===== src/rtl/interrupt_controller_pkg.sv =====
// Shared constants and types for the interrupt controller slice.
// Register addresses, CTRL bit positions and IRQ index width live here.
package interrupt_controller_pkg;

  localparam int IRQ_ID_W = 4;
  localparam int MAX_IRQ  = 16;
  localparam int CFG_W    = 16;

  localparam logic [1:0] REG_ENABLE  = 2'd0;
  localparam logic [1:0] REG_PENDING = 2'd1;
  localparam logic [1:0] REG_CTRL    = 2'd2;
  localparam logic [1:0] REG_CAUSE   = 2'd3;

  localparam int CTRL_GIE    = 0;
  localparam int CTRL_INSERV = 1;

  // Handler-side state bundle; kept as one struct so checkers can bind to it.
  typedef struct packed {
    logic                gie;
    logic                in_service;
    logic [IRQ_ID_W-1:0] irq_id;
  } ctrl_state_t;

endpackage


===== src/rtl/interrupt_controller_priority_encoder.sv =====
// Fixed-priority encoder: reports whether any request is set and the
// lowest set index.
module irq_priority_encoder
  import interrupt_controller_pkg::*;
#(
  parameter int NUM_IRQ = 4
) (
  input  logic [NUM_IRQ-1:0]  req,
  output logic                valid,
  output logic [IRQ_ID_W-1:0] index
);

  // Scan from the top down so the lowest set index is the last to write.
  always_comb begin
    valid = 1'b0;
    index = '0;
    for (int i = NUM_IRQ - 1; i >= 0; i--) begin
      if (req[i]) begin
        valid = 1'b1;
        index = IRQ_ID_W'(i);
      end
    end
  end

endmodule


===== src/rtl/interrupt_controller.sv =====
// Edge-detecting, fixed-priority interrupt controller feeding the PC's intr
// request, with a small config/status register file on the CPU data bus.
module interrupt_controller
  import interrupt_controller_pkg::*;
#(
  parameter int NUM_IRQ = 4
) (
  input  logic                clk,
  input  logic                rst,
  input  logic [NUM_IRQ-1:0]  irq_in,
  input  logic                absJmp,
  input  logic                relJmp,
  input  logic                reti,
  input  logic                cfg_we,
  input  logic [1:0]          cfg_addr,
  input  logic [CFG_W-1:0]    cfg_wdata,
  output logic [CFG_W-1:0]    cfg_rdata,
  output logic                intr,
  output logic                in_service,
  output logic [IRQ_ID_W-1:0] irq_id
);

  logic [NUM_IRQ-1:0]  enable_q;
  logic [NUM_IRQ-1:0]  pending_q;
  logic [NUM_IRQ-1:0]  pending_d;
  logic [NUM_IRQ-1:0]  irq_prev_q;
  logic [NUM_IRQ-1:0]  edge_det;
  logic [NUM_IRQ-1:0]  req;
  ctrl_state_t         st_q;

  logic                sel_valid;
  logic [IRQ_ID_W-1:0] sel_idx;
  logic                take;
  logic                enable_we;
  logic                pending_we;
  logic                ctrl_we;
  logic [CFG_W-1:0]    enable_ext;
  logic [CFG_W-1:0]    pending_ext;
  logic                unused_wdata;

  assign unused_wdata = ^cfg_wdata;

  assign edge_det = irq_in & ~irq_prev_q;
  assign req      = pending_q & enable_q;

  irq_priority_encoder #(
    .NUM_IRQ (NUM_IRQ)
  ) u_prio (
    .req   (req),
    .valid (sel_valid),
    .index (sel_idx)
  );

  // intr/PC contract: intr is a request the PC always accepts in the cycle it
  // is high; the controller withholds it whenever the PC is applying a jump or
  // a reti, since those would overwrite the return address being saved.
  assign take = st_q.gie & ~st_q.in_service & sel_valid
              & ~absJmp & ~relJmp & ~reti;
  assign intr = take;

  assign enable_we  = cfg_we && (cfg_addr == REG_ENABLE);
  assign pending_we = cfg_we && (cfg_addr == REG_PENDING);
  assign ctrl_we    = cfg_we && (cfg_addr == REG_CTRL);

  // Clears (take, W1C) are applied first so a same-cycle new edge wins.
  always_comb begin
    pending_d = pending_q;
    for (int i = 0; i < NUM_IRQ; i++) begin
      if (take && (sel_idx == IRQ_ID_W'(i))) begin
        pending_d[i] = 1'b0;
      end
    end
    if (pending_we) begin
      pending_d = pending_d & ~cfg_wdata[NUM_IRQ-1:0];
    end
    pending_d = pending_d | edge_det;
  end

  always_ff @(posedge clk) begin
    if (rst) begin
      enable_q   <= '0;
      pending_q  <= '0;
      irq_prev_q <= '0;
      st_q       <= '0;
    end else begin
      irq_prev_q <= irq_in;
      pending_q  <= pending_d;
      if (enable_we) begin
        enable_q <= cfg_wdata[NUM_IRQ-1:0];
      end
      if (ctrl_we) begin
        st_q.gie <= cfg_wdata[CTRL_GIE];
      end
      if (take) begin
        st_q.in_service <= 1'b1;
        st_q.irq_id     <= sel_idx;
      end else if (reti) begin
        st_q.in_service <= 1'b0;
      end
    end
  end

  assign in_service = st_q.in_service;
  assign irq_id     = st_q.irq_id;

  always_comb begin
    enable_ext                = '0;
    enable_ext[NUM_IRQ-1:0]   = enable_q;
    pending_ext               = '0;
    pending_ext[NUM_IRQ-1:0]  = pending_q;
  end

  always_comb begin
    cfg_rdata = '0;
    case (cfg_addr)
      REG_ENABLE:  cfg_rdata = enable_ext;
      REG_PENDING: cfg_rdata = pending_ext;
      REG_CTRL: begin
        cfg_rdata[CTRL_GIE]    = st_q.gie;
        cfg_rdata[CTRL_INSERV] = st_q.in_service;
      end
      default:     cfg_rdata = {{(CFG_W-IRQ_ID_W){1'b0}}, st_q.irq_id};
    endcase
  end

endmodule


===== config.mk =====
export PLATFORM = sky130hd
export DESIGN_NAME = interrupt_controller
export DESIGN_NICKNAME = d
export VERILOG_FILES = /design/src/rtl/interrupt_controller_pkg.sv /design/src/rtl/interrupt_controller_priority_encoder.sv /design/src/rtl/interrupt_controller.sv
export SDC_FILE = /design/constraint.sdc
export NUM_CORES = 1
export LEC_CHECK = 0
export ABC_AREA = 0
export CORE_ASPECT_RATIO = 0.7
export CORE_UTILIZATION = 43
export DETAILED_ROUTE_END_ITERATION = 12
export PLACE_DENSITY = 0.84
export SYNTH_ARGS = -nofsm -noshare
export SYNTH_HDL_FRONTEND = slang
export SYNTH_HIERARCHICAL = 1
export SYNTH_SLANG_ARGS = --single-unit

===== constraint.sdc =====
create_clock -name clk -period 2.6 [get_ports clk]
set_input_delay 0.65 -clock clk [delete_from_list [all_inputs] [get_ports clk]]
set_output_delay 0.65 -clock clk [all_outputs]
set_load 0.02 [all_outputs]

==> results of run 1 <==
==> cells in the final DEF, fill, tap and decap left out, types with 2 or more instances in the layout <==
cell and n:
nand3_1 2, dfxtp_1 18, o21ai_0 2, and2_1 4, nor2b_1 4, inv_1 8, buf_4 6, mux2i_1 11
conb_1 14, clkdlybuf4s50_1 19, a21oi_1 3, nor2_1 7, nand2b_1 11, nand2_1 2, nor3_1 2, buf_6 3
mux4_2 2, or4_1 2, a22o_1 3, clkbuf_4 3
==> kinds of logic after synthesis <==
| family | count (synthesis) | share of synthesized area |
|---|---|---|
| simple gates | 42 | 0.253 |
| buf+inv | 30 | 0.171 |
| flops | 18 | 0.342 |
| mux | 13 | 0.147 |
| compound gates | 12 | 0.0807 |
| other cells | 2 | 0.00712 |
==> final timing paths <==
| path | start | to | cells after the start | slack [ns] |
|---|---|---|---|---|
| max | cfg_addr[0] | cfg_rdata[3] | 5 | 0.1 |
| min | irq_prev_q[3] | pending_q[3] | 2 | 0.47 |
| max reg2reg | enable_q[2] | pending_q[2] | 6 | 0.68 |
| min reg2reg | irq_prev_q[3] | pending_q[3] | 2 | 0.47 |
==> state kept, by name (all words and copies together) (netlist names) <==
name / count
enable_q: 4
irq_id: 4
irq_prev_q: 4
pending_q: 4
in_service: 1
st_q: 1
==> layout make-up <==
cell class              instances  area (sq um)  area share
repair buffers                 32           305       0.232
flip-flops and latches         18           360       0.274
multi-input cells              81           559       0.425
inverters                       8          30.0      0.0228
clock buffers                   3          22.5      0.0171
well taps                      32          40.0      0.0304
==> metrics by stage <==
step	util	total power [uW]	hold WS [ns]	instance area (sq um)	instances
after floorplan	-	377	0.436	1100	129
final	0.592	536	0.472	1320	174
after detailed placement	0.574	403	0.453	1280	169
after global placement	0.574	400	0.441	1280	169
after global routing	0.592	566	0.498	1320	174
after CTS	0.580	535	0.477	1290	172
==> per-layer routing <==
metal / track usage / share of wire / wire length, microns
met5: 0 / 0 / 0
met2: 0.287 / 0.47 / 1020
met3: 0.0657 / 0.069 / 149
met1: 0.207 / 0.45 / 971
met4: 0.0591 / 0.014 / 31
==> power breakdown <==
part / leakage [uW] / switching, uW / total, uW / internal (uW)
logic: 0.000372 / 52.9 / 106 / 53.2
registers: 0.000148 / 6.87 / 295 / 288
clock network: 0.0000138 / 81.2 / 135 / 53.9
==> critical path, delay by kind of cell <==
kind / cells / cell delay (ns)
buffers and inverters: 3 / 0.91
multiplexers: 1 / 0.20
AO/OA/AOI/OAI: 1 / 0.08
==> synth_stat cells, drive strengths merged <==
cell type,number
dfxtp,18
a211o,1
or4b,1
nand2,2
o2bb2ai,1
nand2b,11
a22o,3
nor2,7
nand3,2
nor3b,1
conb,2
nand3b,1
a211oi,1
o21ai,2
and2,4
inv,8
clkbuf,4
nor2b,4
nor3,3
mux4,2
and3b,1
buf,18
nand4bb,1
or4,3
mux2i,11
or2b,1
a21oi,4
==> repair_timing <==
action	4_1_cts	5_1_grt
setup endpoints to repair	5	4
gates resized for setup	12	10
buffers inserted	0	2
==> flow_summary.ini, run 1 <==
[detailed_routing]
num_vias = 852
wl_per_cell_microns = 12.5
antenna_left = 0
drt_iter0_markers = 34
dr.pass1.iters = 4
drc = 0
routed_wl_microns = 2170
via_per_inst = 4.90

[global_route]
grt_max_degree = 23
grt_pass1_wl_microns = 3240
track_usage = 0.174
grt_pass1_vias = 733
grt_overflow = 0
antenna_found_initial = 0

[worst_setup_path]
crit_path_top_delay_cell = clkdlybuf4s50_1
worstPathRequired_ns = 1.95
crit_path_end_kind = output pin
critPathMaxStageDelay_ns = 0.45
cp_max_fo = 9
worstPathArrival_ns = 1.85
critPathKind = in2out
cp-start-kind = input pin
crit_chain = clkdlybuf4s50_1 > buf_4 > mux2i_1 > o21ai_0 > clkdlybuf4s15_1

[outcome]
status = finished, final reports clean

[die]
pin_count = 50
dieHeight_microns = 43.4
start_util = 0.474
row_count = 14
dieArea_sq_um = 2660
core_sq_um = 2220
fp.dieW_microns = 61.2

[cts]
cts_root_buffer = clkbuf_4
numCtsBuffers = 3
clkSinkCount = 18
cts.path.max_buffers = 2
hold_buffers = 0
worstSkewPairLatency_ns = 0.29
htree_levels = 1
clk_pin_slew_ns = 0.09
cts_tree = yes

[logic_synthesis]
synth_cells = 117
synth_seq_cells = 18
yosys.area.top_type = dfxtp_1
synthTopCellsByArea = dfxtp_1 34%, buf_4 13%, mux2i_1 10%
ys_seq_area_frac = 0.342
syn_area_sq_um = 1050
yosysUniqueCellTypes = 30
synth_top_area_frac = 0.342
avgSynthCellArea_sq_um = 9.02
yosys_warnings = 6

[placement]
place_hpwl_microns = 1660
place.gp.congestion = 0.837
numPortBuffers = 25
place_ws_ns = -0.418

[timing]
setup-tns-final_ns = 0
clock_skew_ns = 0.00555
slew_headroom = 0.568
fmax_mhz = 400
finalHoldViolations = 0
period_minus_slack_ns = 2.50
worst_slack_ns = 0.0978
rsz0062_at_grt = false
fin_crit_sh = 0.962
drv_slew = 0
finalSetupViolCount = 0
tightest_slew_ns = 0.647

[power_and_ir_drop]
leakagePower_uw = 0.000534
ir_drop_mv = 0.301
p_per_area_nw_per_um2 = 407

[hold_path]
min_path_type = reg2reg

[cells_and_area]
syn_to_final_growth_pct = 24.9
antenna_cells = 0
n_fill_cell = 212
nets = 172
drive_above_1_share = 0.134

[run]
maxCapViolCount = 0
No activity file was read; power rests on OpenSTA's default activity.
==> run 2: changes to the inputs <==
--- a/config.mk
+++ b/config.mk
@@ -9,6 +9,7 @@
 export CORE_ASPECT_RATIO = 0.7
 export CORE_UTILIZATION = 43
 export DETAILED_ROUTE_END_ITERATION = 12
+export GPL_TIMING_DRIVEN = 0
 export PLACE_DENSITY = 0.84
 export SYNTH_ARGS = -nofsm -noshare
 export SYNTH_HDL_FRONTEND = slang
==> flow_summary.ini, run 2 (synthesis gave the netlist of run 1 again) <==
[worst_setup_path]
cp-start-kind = input pin
worstPathArrival_ns = 1.81
cp_max_fo = 6
crit_path_end_kind = output pin
crit_path_top_delay_cell = clkdlybuf4s50_1
critPathMaxStageDelay_ns = 0.40
worstPathRequired_ns = 1.95
crit_chain = clkdlybuf4s50_1 > nand4bb_4 > nor3_4 > clkdlybuf4s15_2
critPathKind = in2out

[placement]
place.gp.congestion = 0.840
place_ws_ns = -0.581
place_hpwl_microns = 1730
numPortBuffers = 23
numPlacedInstances = 184

[power_and_ir_drop]
ir_drop_mv = 0.261
power.total_uw = 586
p_per_area_nw_per_um2 = 408
leakagePower_uw = 0.000604

[detailed_routing]
wl_per_cell_microns = 11.6
drc = 0
antenna_left = 0
dr.pass1.iters = 4
routed_wl_microns = 2200
via_per_inst = 4.65
drt_iter0_markers = 28
num_vias = 878

[die]
dieArea_sq_um = 2660
dieHeight_microns = 43.4
start_util = 0.474
row_count = 14
fp.dieW_microns = 61.2
core_sq_um = 2220
pin_count = 50

[cts]
clk_pin_slew_ns = 0.10
worstSkewPairLatency_ns = 0.30
cts_tree = yes
htree_levels = 1
hold_buffers = 0
numCtsBuffers = 3
cts.path.max_buffers = 2
clkSinkCount = 18
cts_root_buffer = clkbuf_4

[timing]
fin_crit_sh = 0.948
finalSetupViolCount = 0
drv_slew = 0
period_minus_slack_ns = 2.46
worst_slack_ns = 0.136
rsz0062_at_grt = false
tightest_slew_ns = 0.615
slew_headroom = 0.587
finalHoldViolations = 0
fmax_mhz = 406
clock_skew_ns = 0.00898

[global_route]
antenna_found_initial = 0
grt_overflow = 0
grt_pass1_wl_microns = 3460
track_usage = 0.182
grt_max_degree = 11
grt_pass1_vias = 745

[cells_and_area]
nets = 186
final_common_cell = clkdlybuf4s50_1
final_util = 0.646
drive_above_1_share = 0.210
mostFrequentLayoutCells = 20 x clkdlybuf4s50_1, 19 x buf_4, 18 x dfxtp_1
syn_to_final_growth_pct = 36.3
antenna_cells = 0
layout.cells.non_filler = 189

[hold_path]
min_path_type = reg2reg

[outcome]
status = finished, final reports clean

[run]
maxCapViolCount = 0
run 2: changes by cell type in the layout (fill, tap and decap cells not counted), sizes merged:
cell	previous run	this run
clkbuf	4	8
dlymetal6s2s	1	0
buf	9	19
clkdlybuf4s50	19	20
dlygate4sd2	1	2
run 2: worst paths after layout:
path	from	end	slack [ns]	cells past startpoint
worst max-delay path	relJmp	intr	0.14	4
worst min-delay path	irq_prev_q[3]	pending_q[3]	0.47	2
worst max register to register	pending_q[2]	pending_q[2]	0.62	6
worst min register to register	irq_prev_q[3]	pending_q[3]	0.47	2
run 2: power breakdown:
group          total, uW  internal [uW]  switching (uW)
logic                117           61.7            55.2
registers            295            288            7.34
clock network        174           85.5            88.7
total                586            435             151
run 2: per-stage QoR:
stage | hold slack [ns] | TNS (ns) | area, sq um
CTS | 0.483 | 0 | 1430
finish | 0.475 | 0 | 1440
floorplan | 0.436 | 0 | 1100
detailed placement | 0.460 | -1.05 | 1370
global placement | 0.441 | -0.882 | 1370
global route | 0.492 | 0 | 1440
run 2: routing by layer:
| metal | share of wire | wire [microns] | global-route usage | vias up |
|---|---|---|---|---|
| li1 | - | - | - | 447 |
| met1 | 0.47 | 1030 | 0.245 | 392 |
| met2 | 0.46 | 1000 | 0.289 | 37 |
| met3 | 0.075 | 165 | 0.0627 | 2 |
| met4 | 0.0018 | 4 | 0.0273 | 0 |
| met5 | 0 | 0 | 0 | - |
run 2: layout make-up:
class | instances | area [sq um]
Fill cell | 211 | 787
Multi-Input combinational cell | 81 | 582
Sequential cell | 18 | 360
Timing Repair Buffer | 24 | 236
Buffer | 22 | 153
Tap cell | 32 | 40.0
Clock buffer | 4 | 36.3
Inverter | 8 | 30.0
run 2: what timing repair did:
action | in CTS | in global routing
pin swaps | 1 | 0
setup buffers | 1 | 0
resized for setup | 9 | 1
setup endpoints to repair | 4 | 1
run 2: worst max-delay path: cells and delay by family:
| kind | cells | cell delay (ns) |
|---|---|---|
| AND/OR/NAND/NOR | 2 | 0.49 |
| buffers and inverters | 2 | 0.68 |
==> run 3: changes to the inputs <==
--- a/config.mk
+++ b/config.mk
@@ -6,6 +6,7 @@
 export NUM_CORES = 1
 export LEC_CHECK = 0
 export ABC_AREA = 0
+export ABC_CLOCK_PERIOD_IN_PS = 2600
 export CORE_ASPECT_RATIO = 0.7
 export CORE_UTILIZATION = 43
 export DETAILED_ROUTE_END_ITERATION = 12
==> results of run 3 <==
No change in the layout: final DEF, timing and power equal those of run 2.
==> RTL change: new RTL, flow settings as in run 1 <==
Put a register stage on the output `irq_id`, without a reset. The value now appears one clock later. The other outputs are not delayed to match.
--- a/src/rtl/interrupt_controller.sv
+++ b/src/rtl/interrupt_controller.sv
@@ -19,6 +19,8 @@
   output logic                in_service,
   output logic [IRQ_ID_W-1:0] irq_id
 );
+
+  logic [IRQ_ID_W-1:0] irq_id_d;
 
   logic [NUM_IRQ-1:0]  enable_q;
   logic [NUM_IRQ-1:0]  pending_q;
@@ -101,7 +103,7 @@
   end
 
   assign in_service = st_q.in_service;
-  assign irq_id     = st_q.irq_id;
+  assign irq_id_d   = st_q.irq_id;
 
   always_comb begin
     enable_ext                = '0;
@@ -123,5 +125,9 @@
     endcase
   end
 
+  always_ff @(posedge clk) begin
+    irq_id <= irq_id_d;
+  end
+
 endmodule
 
Function: changed (a bounded check fails within 4 cycles, from zero or initial values and one cycle with rst high).
==> RTL change against run 1 <==
Register-to-register slack gained 60 ps; global-route usage is 0.79 points lower; setup slack hardly changed; cell area increased by 4.8%; routed wire length increased by 0.60%; synthesized area grew 4.7%; power rose by 14%; sequential cell count is 4 higher; largest cell class unchanged.
==> RTL change: results (changes against run 1) <==
[placement]
dp.cells=173  ; was 169
gp_congestion=0.832  ; was 0.837
dp_hpwl_mm=1.69  ; was 1.66 mm

[yosys]
yosys-top-cells-count=dfxtp_1 (22), buf_4 (14), mux2i_1 (11), nand2b_1 (11), inv_1 (8)  ; was buf_4 (18), dfxtp_1 (18), mux2i_1 (11), nand2b_1 (11), inv_1 (8)
synth_area_leaders=dfxtp_1 (40%), mux2i_1 (10%), buf_4 (9.5%)  ; was dfxtp_1 (34%), buf_4 (13%), mux2i_1 (10%)
synthMuxAreaShare_pct=14.0  ; was 14.7%
synth_compound_area_share_pct=7.70  ; was 8.07%
ys_seq_area_share_pct=39.9  ; was 34.2%

[global_route]
grt.met1_usage_pct=22.7  ; was 20.7%
grt_pass1_vias=723  ; was 733
grt_antenna_before_repair=0  ; unchanged
grtUsageMet3_pct=4.90  ; was 6.57%
grt_pass1_wl_mm=3.41  ; was 3.24 mm
gr-usage-all-layers_pct=16.6  ; was 17.4%
grt_util_met2_pct=26.5  ; was 28.7%

[route]
top_layer=met4  ; unchanged
wire_per_inst_microns=12.4  ; was 12.5 microns
dr_wl_met2_microns=970  ; was 1.02 mm
first_iter_violations=44  ; was 34
avgViaCountPerCell=4.78  ; was 4.90
wl_met3_microns=182  ; was 149 microns
num_vias=841  ; was 852
wl_met1_mm=1.02  ; was 971 microns

[critical_path]
r2r_slack_ps=740  ; was 680 ps
cp-startpoint=cfg_addr[0]  ; unchanged
path_max_fanout=6  ; was 9
r2r-end=pending_q[1]$_SDFF_PP0_  ; was pending_q[2]$_SDFF_PP0_
r2r-start=enable_q[0]$_SDFFE_PP0P_  ; was enable_q[2]$_SDFFE_PP0P_
max_stage_delay_ps=640  ; was 450 ps
worstRegToRegCells=7  ; was 6

[timing]
holdWs_ps=381  ; was 472 ps
worstMarginPinSlew_ps=670  ; was 647 ps
clock_skew_ps=5.74  ; was 5.55 ps

[cells_and_area]
drive_gt1_share_pct=11.1  ; was 13.4%
fill_cells=220  ; was 212

[power_and_ir_drop]
ir_drop_mv=0.259  ; was 0.301 mV
power.leakage_nw=0.566  ; was 0.534 nW

[hold_path]
min_to=irq_id[2]$_DFF_P_  ; was pending_q[3]$_SDFF_PP0_
hold_start=irq_id_d[2]$_SDFFE_PP0P_  ; was irq_prev_q[3]$_SDFF_PP0_
hold_depth=0  ; was 2

[clock_network]
clock_latency_ps=300
clkTransAtPathRegs_ps=120  ; was 90 ps
clockBufferDepth=2  ; unchanged

[status]
status=finished clean  ; unchanged

RTL change: power breakdown:
group,total [mW],internal (mW),switching (mW)
logic,0.101,0.0501,0.0510
clock network,0.151,0.0540,0.0972
registers,0.356,0.349,0.00694
RTL change: what timing repair did:
| action | 4_1_cts | 5_1_grt |
|---|---|---|
| resized for setup | 9 | 1 |
| hold endpoints to repair | 0 | 0 |
| setup endpoints to repair | 5 | 1 |
RTL change: stage by stage:
step / TNS [ps] / worst slack [ps] / instance area, sq um / utilization, %
6_report: 0 / 97.7 / 1380 / 60.7
5_1_grt: 0 / 28.2 / 1380 / 60.7
4_1_cts: 0 / 36.0 / 1380 / 60.5
3_5_place_dp: -1620 / -431 / 1360 / 59.6
3_3_place_gp: -1550 / -423 / 1360 / 59.6
2_1_floorplan: 0 / 404 / 1150 / -
RTL change: area by class of cell:
cell class,instances,area share (%)
multi-input cells,81,40.5
flip-flops and latches,22,31.9
repair buffers,30,20.9
well taps,32,2.90
inverters,8,2.17
clock buffers,3,1.63
